[src/rtl/dense_to_loc_extractor_pkg.sv]
// Shared constants for the dense-to-location extractor: HQC parameter sets,
// the CLOG2 helper macro and the controller state encoding.
`ifndef CLOG2
`define CLOG2(x) $clog2(x)
`endif

package dense_to_loc_extractor_pkg;

    localparam int HQC128_N      = 17_669;
    localparam int HQC128_M      = 15;
    localparam int HQC128_WEIGHT = 66;

    localparam int HQC192_N      = 35_851;
    localparam int HQC192_M      = 16;
    localparam int HQC192_WEIGHT = 100;

    localparam int HQC256_N      = 57_637;
    localparam int HQC256_M      = 16;
    localparam int HQC256_WEIGHT = 131;

    localparam logic [2:0] S_IDLE = 3'd0;
    localparam logic [2:0] S_RD   = 3'd1;
    localparam logic [2:0] S_CAP  = 3'd2;
    localparam logic [2:0] S_SCAN = 3'd3;
    localparam logic [2:0] S_DONE = 3'd4;

endpackage

[src/rtl/dense_to_loc_extractor_lsb_index_encoder.sv]
// Combinational lowest-set-bit encoder: index of the least significant 1 in
// word_i plus a flag telling whether any bit is set at all.
module lsb_index_encoder #(
    parameter int WIDTH = 32,
    parameter int IDX_W = $clog2(WIDTH)
) (
    input  logic [WIDTH-1:0] word_i,
    output logic [IDX_W-1:0] idx_o,
    output logic             nonzero_o
);

    // NOTE: idx_o is given a default before the loop so no path leaves it
    // unassigned; without it the block would infer a latch.
    always_comb begin
        idx_o = '0;
        for (int i = WIDTH - 1; i >= 0; i--) begin
            if (word_i[i]) begin
                idx_o = IDX_W'(i);
            end
        end
    end

    assign nonzero_o = |word_i;

endmodule

[src/rtl/dense_to_loc_extractor.sv]
// Walks a dense polynomial word by word and emits the bit position of every
// set coefficient, in ascending order, into a location memory.
module dense_to_loc_extractor
    import dense_to_loc_extractor_pkg::*;
#(
    parameter string parameter_set = "hqc128",
    parameter int N          = (parameter_set == "hqc256") ? HQC256_N :
                               (parameter_set == "hqc192") ? HQC192_N : HQC128_N,
    parameter int M          = (parameter_set == "hqc256") ? HQC256_M :
                               (parameter_set == "hqc192") ? HQC192_M : HQC128_M,
    parameter int WEIGHT     = (parameter_set == "hqc256") ? HQC256_WEIGHT :
                               (parameter_set == "hqc192") ? HQC192_WEIGHT : HQC128_WEIGHT,
    parameter int WIDTH      = 32,
    parameter int N_MEM      = ((N + WIDTH - 1) / WIDTH) * WIDTH,
    parameter int DEPTH      = N_MEM / WIDTH,
    parameter int LOG_DEPTH  = `CLOG2(DEPTH),
    parameter int LOG_WEIGHT = `CLOG2(WEIGHT)
) (
    input  logic                  clk,
    input  logic                  rst,
    input  logic                  start,
    output logic                  pm_rd_en,
    output logic [LOG_DEPTH-1:0]  pm_rd_addr,
    input  logic [WIDTH-1:0]      pm_in,
    output logic                  loc_wr_en,
    output logic [LOG_WEIGHT-1:0] loc_wr_addr,
    output logic [M-1:0]          loc_out,
    output logic [LOG_WEIGHT:0]   count,
    output logic                  overflow,
    output logic                  busy,
    output logic                  done
);

    localparam int LOG_WIDTH  = `CLOG2(WIDTH);
    localparam int VALID_LAST = N - (DEPTH - 1) * WIDTH;
    localparam logic [WIDTH-1:0] LAST_MASK = {WIDTH{1'b1}} >> (WIDTH - VALID_LAST);

    logic [2:0]            state_q, state_d;
    logic [LOG_DEPTH-1:0]  word_addr_q, word_addr_d;
    logic [WIDTH-1:0]      word_reg_q, word_reg_d;
    logic [LOG_WEIGHT:0]   count_q, count_d;
    logic                  overflow_q, overflow_d;
    logic                  pm_rd_en_q, pm_rd_en_d;
    logic [LOG_DEPTH-1:0]  pm_rd_addr_q, pm_rd_addr_d;
    logic                  loc_wr_en_q, loc_wr_en_d;
    logic [LOG_WEIGHT-1:0] loc_wr_addr_q, loc_wr_addr_d;
    logic [M-1:0]          loc_out_q, loc_out_d;
    logic                  busy_q, busy_d;
    logic                  done_q, done_d;

    logic                  last_word;
    logic [WIDTH-1:0]      masked_word;
    logic [WIDTH-1:0]      scan_word;
    logic [LOG_WIDTH-1:0]  lsb_idx;
    logic                  scan_nonzero;
    logic                  advance;

    assign last_word   = (word_addr_q == LOG_DEPTH'(DEPTH - 1));
    assign masked_word = pm_in & (last_word ? LAST_MASK : {WIDTH{1'b1}});

    // Bits still to be emitted for the current word: the freshly captured word
    // in S_CAP, or the scan register with its lowest set bit cleared in S_SCAN.
    assign scan_word = (state_q == S_CAP) ? masked_word
                                          : (word_reg_q & (word_reg_q - WIDTH'(1)));

    lsb_index_encoder #(
        .WIDTH (WIDTH),
        .IDX_W (LOG_WIDTH)
    ) u_lsb (
        .word_i    (scan_word),
        .idx_o     (lsb_idx),
        .nonzero_o (scan_nonzero)
    );

    // Outputs are registered from the next state, so each action appears in
    // the same cycle as the state that owns it.
    always_comb begin
        state_d       = state_q;
        word_addr_d   = word_addr_q;
        word_reg_d    = word_reg_q;
        count_d       = count_q;
        overflow_d    = overflow_q;
        loc_wr_addr_d = loc_wr_addr_q;
        loc_out_d     = loc_out_q;
        loc_wr_en_d   = 1'b0;
        advance       = 1'b0;

        case (state_q)
            S_IDLE: begin
                if (start) begin
                    word_addr_d   = '0;
                    count_d       = '0;
                    loc_wr_addr_d = '0;
                    overflow_d    = 1'b0;
                    state_d       = S_RD;
                end
            end
            S_RD: state_d = S_CAP;
            S_CAP: begin
                if (scan_nonzero) begin
                    word_reg_d = scan_word;
                    state_d    = S_SCAN;
                end else begin
                    advance = 1'b1;
                end
            end
            S_SCAN: begin
                word_reg_d = scan_word;
                advance    = !scan_nonzero;
            end
            S_DONE: state_d = S_IDLE;
            default: state_d = S_IDLE;
        endcase

        if (advance) begin
            if (last_word) begin
                state_d = S_DONE;
            end else begin
                word_addr_d = word_addr_q + LOG_DEPTH'(1);
                state_d     = S_RD;
            end
        end

        // Beyond WEIGHT the scan continues but only records the overflow.
        if (state_d == S_SCAN) begin
            if (count_q < (LOG_WEIGHT + 1)'(WEIGHT)) begin
                loc_wr_en_d   = 1'b1;
                loc_wr_addr_d = LOG_WEIGHT'(count_q);
                loc_out_d     = M'({word_addr_q, lsb_idx});
                count_d       = count_q + (LOG_WEIGHT + 1)'(1);
            end else begin
                overflow_d = 1'b1;
            end
        end

        pm_rd_en_d   = (state_d == S_RD);
        pm_rd_addr_d = word_addr_d;
        busy_d       = (state_d != S_IDLE);
        done_d       = (state_d == S_DONE);
    end

    // NOTE: sequential state uses non-blocking assignments so every register
    // samples the pre-edge values of the others.
    always_ff @(posedge clk or posedge rst) begin
        if (rst) begin
            state_q       <= S_IDLE;
            word_addr_q   <= '0;
            word_reg_q    <= '0;
            count_q       <= '0;
            overflow_q    <= 1'b0;
            pm_rd_en_q    <= 1'b0;
            pm_rd_addr_q  <= '0;
            loc_wr_en_q   <= 1'b0;
            loc_wr_addr_q <= '0;
            loc_out_q     <= '0;
            busy_q        <= 1'b0;
            done_q        <= 1'b0;
        end else begin
            state_q       <= state_d;
            word_addr_q   <= word_addr_d;
            word_reg_q    <= word_reg_d;
            count_q       <= count_d;
            overflow_q    <= overflow_d;
            pm_rd_en_q    <= pm_rd_en_d;
            pm_rd_addr_q  <= pm_rd_addr_d;
            loc_wr_en_q   <= loc_wr_en_d;
            loc_wr_addr_q <= loc_wr_addr_d;
            loc_out_q     <= loc_out_d;
            busy_q        <= busy_d;
            done_q        <= done_d;
        end
    end

    assign pm_rd_en    = pm_rd_en_q;
    assign pm_rd_addr  = pm_rd_addr_q;
    assign loc_wr_en   = loc_wr_en_q;
    assign loc_wr_addr = loc_wr_addr_q;
    assign loc_out     = loc_out_q;
    assign count       = count_q;
    assign overflow    = overflow_q;
    assign busy        = busy_q;
    assign done        = done_q;

endmodule

[config.mk]
export PLATFORM = sky130hd
export DESIGN_NAME = dense_to_loc_extractor
export DESIGN_NICKNAME = d
export VERILOG_FILES = /design/src/rtl/dense_to_loc_extractor_pkg.sv /design/src/rtl/dense_to_loc_extractor_lsb_index_encoder.sv /design/src/rtl/dense_to_loc_extractor.sv
export SDC_FILE = /design/constraint.sdc
export NUM_CORES = 1
export LEC_CHECK = 0
export ABC_AREA = 1
export BUFFER_PORTS_ARGS = -buffer_cell sky130_fd_sc_hd__buf_2
export CAP_MARGIN = 20
export CELL_PAD_IN_SITES_DETAIL_PLACEMENT = 0
export CELL_PAD_IN_SITES_GLOBAL_PLACEMENT = 1
export CORE_MARGIN = 2
export CORE_UTILIZATION = 35
export DETAILED_ROUTE_END_ITERATION = 12
export HOLD_SLACK_MARGIN = 0.15
export PLACE_DENSITY = 0.75
export SLEW_MARGIN = 15
export SYNTH_ARGS = -nofsm -noshare
export SYNTH_HDL_FRONTEND = slang
export SYNTH_SLANG_ARGS = --single-unit
export TNS_END_PERCENT = 1
[constraint.sdc]
create_clock -name clk -period 3.05 [get_ports clk]
set_input_delay 0.61 -clock clk [delete_from_list [all_inputs] [get_ports clk]]
set_output_delay 0.61 -clock clk [all_outputs]
set_load 0.02 [all_outputs]
==> impl_metrics.toml <==
[placement]
place_hpwl_um = 9960
gp_congestion = 0.875
place_inst = 973
io_buffers = 79

[sta]
hold_viol_final = 0
worstMarginPinSlew_ps = 723
relSlewSlack_pct = 51.8
tns_ps = -3450
finClkSkew_ps = 6.91
rsz0062_at_grt = "true"
fmax_ghz = 0.302
setup_violations = 30
post-route-min-period_ps = 3310
timing.final.ws_setup_ps = -261
slew_violations = 0
timing.final.crit_share_pct = 109

[finish]
drive_gt1_share_pct = 36.1
most-common-layout-cells = "nand2_1 (165), buf_4 (116), buf_2 (79), dfrtp_1 (76), nor2_1 (61)"
fin_util_pct = 51.7
n_antenna_cell = 0
final_net_count = 859
n_fill_cell = 1302
final_common_cell = "nand2_1"
multi_input_area_mm2 = 0.00238
syn_to_final_growth_pct = 42.7
layoutNonFillerInstCount = 998
regArea_mm2 = 0.00201

[logic_synthesis]
syn_inst = 626
synth.largest_area_cell = "dfrtp_1"
avgSynthCellArea_um2 = 7.37
synthTopCellsByArea = "dfrtp_1 (43%), nand2_1 (14%), nor2_1 (6.4%)"
yosysSeqAreaShare_pct = 43.4
syn_nets = 664
synth_top_cell_area_share_pct = 43.4
yosysWarnings = 0
synth_area_mm2 = 0.00461
ys_ff_latch = 80
synth.distinct_cells = 42

[die]
start_util_pct = 36.2
dieArea_mm2 = 0.0141
rows = 41
die_y_um = 119
core_area_mm2 = 0.0127
die_w_um = 119
pin_count = 80

[worst_setup_path]
slowest_delay_ps = 410
r2r_start = "pm_rd_addr[1]"
worst_setup_path_end_kind = "flop"
slowest_stage = "dfrtp_2"
r2r_slack_ps = -260
required_ps = 3310
worst-setup-path-type = "reg -> reg"
cp_max_fo = 6
r2r_end = "count[6]"
timing.critical_path.from_type = "flop"
worstPathArrival_ps = 3570
cpMostUsedCell = "inv_2"
rr_worst_depth = 28

[drt]
final_antenna_net_count = 0
vias = 4757
drc_errors = 0
wl_per_cell_um = 13.3
avgViaCountPerCell = 4.77
drt_iter0_drc = 319
dr.pass1.iters = 4
finalWirelength_um = 13300

[cts]
clockBufferDepth = 2
clk_pin_slew_ps = 60
insertion_delay_ps = 350
clk_root_buffer_cell = "clkbuf_16"
cts_buffers = 9
h-tree-depth = 3
cts_tree = "built"
clock-sinks = 80
holdBufCountCts = 0

[outcome]
status = "finished with violations"
failed_checks = "negative setup slack"

[global_routing]
grt_pass1_wl_um = 22200
grt_max_degree = 64
grt_pass1_vias = 4728
overflow = 0
antenna_found_initial = 0
grt_use_total_pct = 19.6

[min_path]
min_path_type = "in -> async"

[run]
max-cap-violations = 0
## cell families (layout without fill, tap and decap cells)
logic type	Yosys count	count (layout)	synth area share, %
XOR/XNOR	4	4	0.760
flip-flops	80	80	43.4
AO/OA/AOI/OAI	115	115	15.5
adder cells (fa/ha/maj)	3	3	0.814
AND/OR/NAND/NOR	328	328	31.0
buffers and inverters	96	296	8.44
## synth_stat cells
master / n
nand2_1: 172
dfrtp_1: 80
nor2_1: 79
inv_1: 66
o21ai_0: 54
nand3_1: 37
o21ai_1: 19
inv_2: 11
clkbuf_1: 10
a21oi_1: 9
nor3_1: 8
a32oi_1: 6
and2_1: 6
o31ai_1: 6
buf_2: 5
nor2_2: 5
nor2_4: 5
a32oi_2: 4
nand4_1: 4
o211ai_1: 4
a31oi_1: 3
ha_1: 3
nand2_2: 3
nand2_4: 3
xor2_1: 3
buf_4: 2
buf_6: 2
nor4_1: 2
o41ai_1: 2
a22o_1: 1
a22oi_1: 1
a32o_1: 1
nand3_2: 1
nand3b_1: 1
nor3_2: 1
nor4_4: 1
o21a_1: 1
o21ai_2: 1
o21ai_4: 1
o311ai_0: 1
o32ai_1: 1
xnor2_1: 1
## sequential cells by signal, summed over array words and instances (netlist names)
name	count
busy	1
count	8
done	1
loc_out	15
loc_wr_addr	7
loc_wr_en	1
overflow	1
pm_rd_addr	10
pm_rd_en	1
state_q	3
word_reg_q	32
## timing repair
item / 4_1_cts / 5_1_grt
gates resized for setup: 26 / 32
buffers inserted: 3 / 5
pin swaps: 7 / 20
cloned: 0 / 1
endpoints found under the setup margin: 65 / 73
## worst max path at each step
| stage | start | endpoint | slack (ps) | depth (start not counted) |
|---|---|---|---|---|
| floorplan | pm_rd_addr[0] | count[5] | -150 | 28 |
| global placement | word_reg_q[9] | count[5] | -360 | 25 |
| detailed placement | word_reg_q[8] | count[5] | -420 | 25 |
| CTS | word_reg_q[0] | count[5] | -280 | 28 |
| global route | word_reg_q[16] | loc_out[0] | -570 | 37 |
| finish | pm_rd_addr[1] | count[6] | -260 | 28 |
## routing by layer
layer / up-vias / global-route usage (%) / share of wire, %
met1: 2215 / 24.6 / 45
met2: 97 / 34.2 / 50
li1: 2430 / - / -
met4: 0 / 7.37 / 1.4
met3: 15 / 2.65 / 4.1
met5: - / 0 / 0
## cell type report
cell class              count  area share [%]
clock buffers              11            3.54
repair inverters            1           0.133
repair buffers            202            21.2
inverters                  77            4.60
flip-flops and latches     80            30.5
multi-input cells         450            36.2
well taps                 172            3.27
clock inverters             5           0.514
## per-stage QoR
| stage | hold slack, ps | setup slack (ps) | cell area, um2 |
|---|---|---|---|
| floorplan | 449 | -155 | 4620 |
| global placement | 466 | -359 | 6050 |
| detailed placement | 473 | -418 | 6050 |
| CTS | 375 | -279 | 6430 |
| global route | 413 | -575 | 6580 |
| finish | 349 | -261 | 6580 |
## critical path, delay by kind of cell (launching register included)
kind / cells / cell delay, ps
AOI/OAI and AO/OA: 3 / 380
adders and majority gates: 1 / 140
buffers and inverters: 6 / 410
DFF: 1 / 410
and+or+nand+nor: 18 / 1870
Power is not shown: default switching activity piles up to over one toggle a cycle in this logic, so the estimate is an artifact.
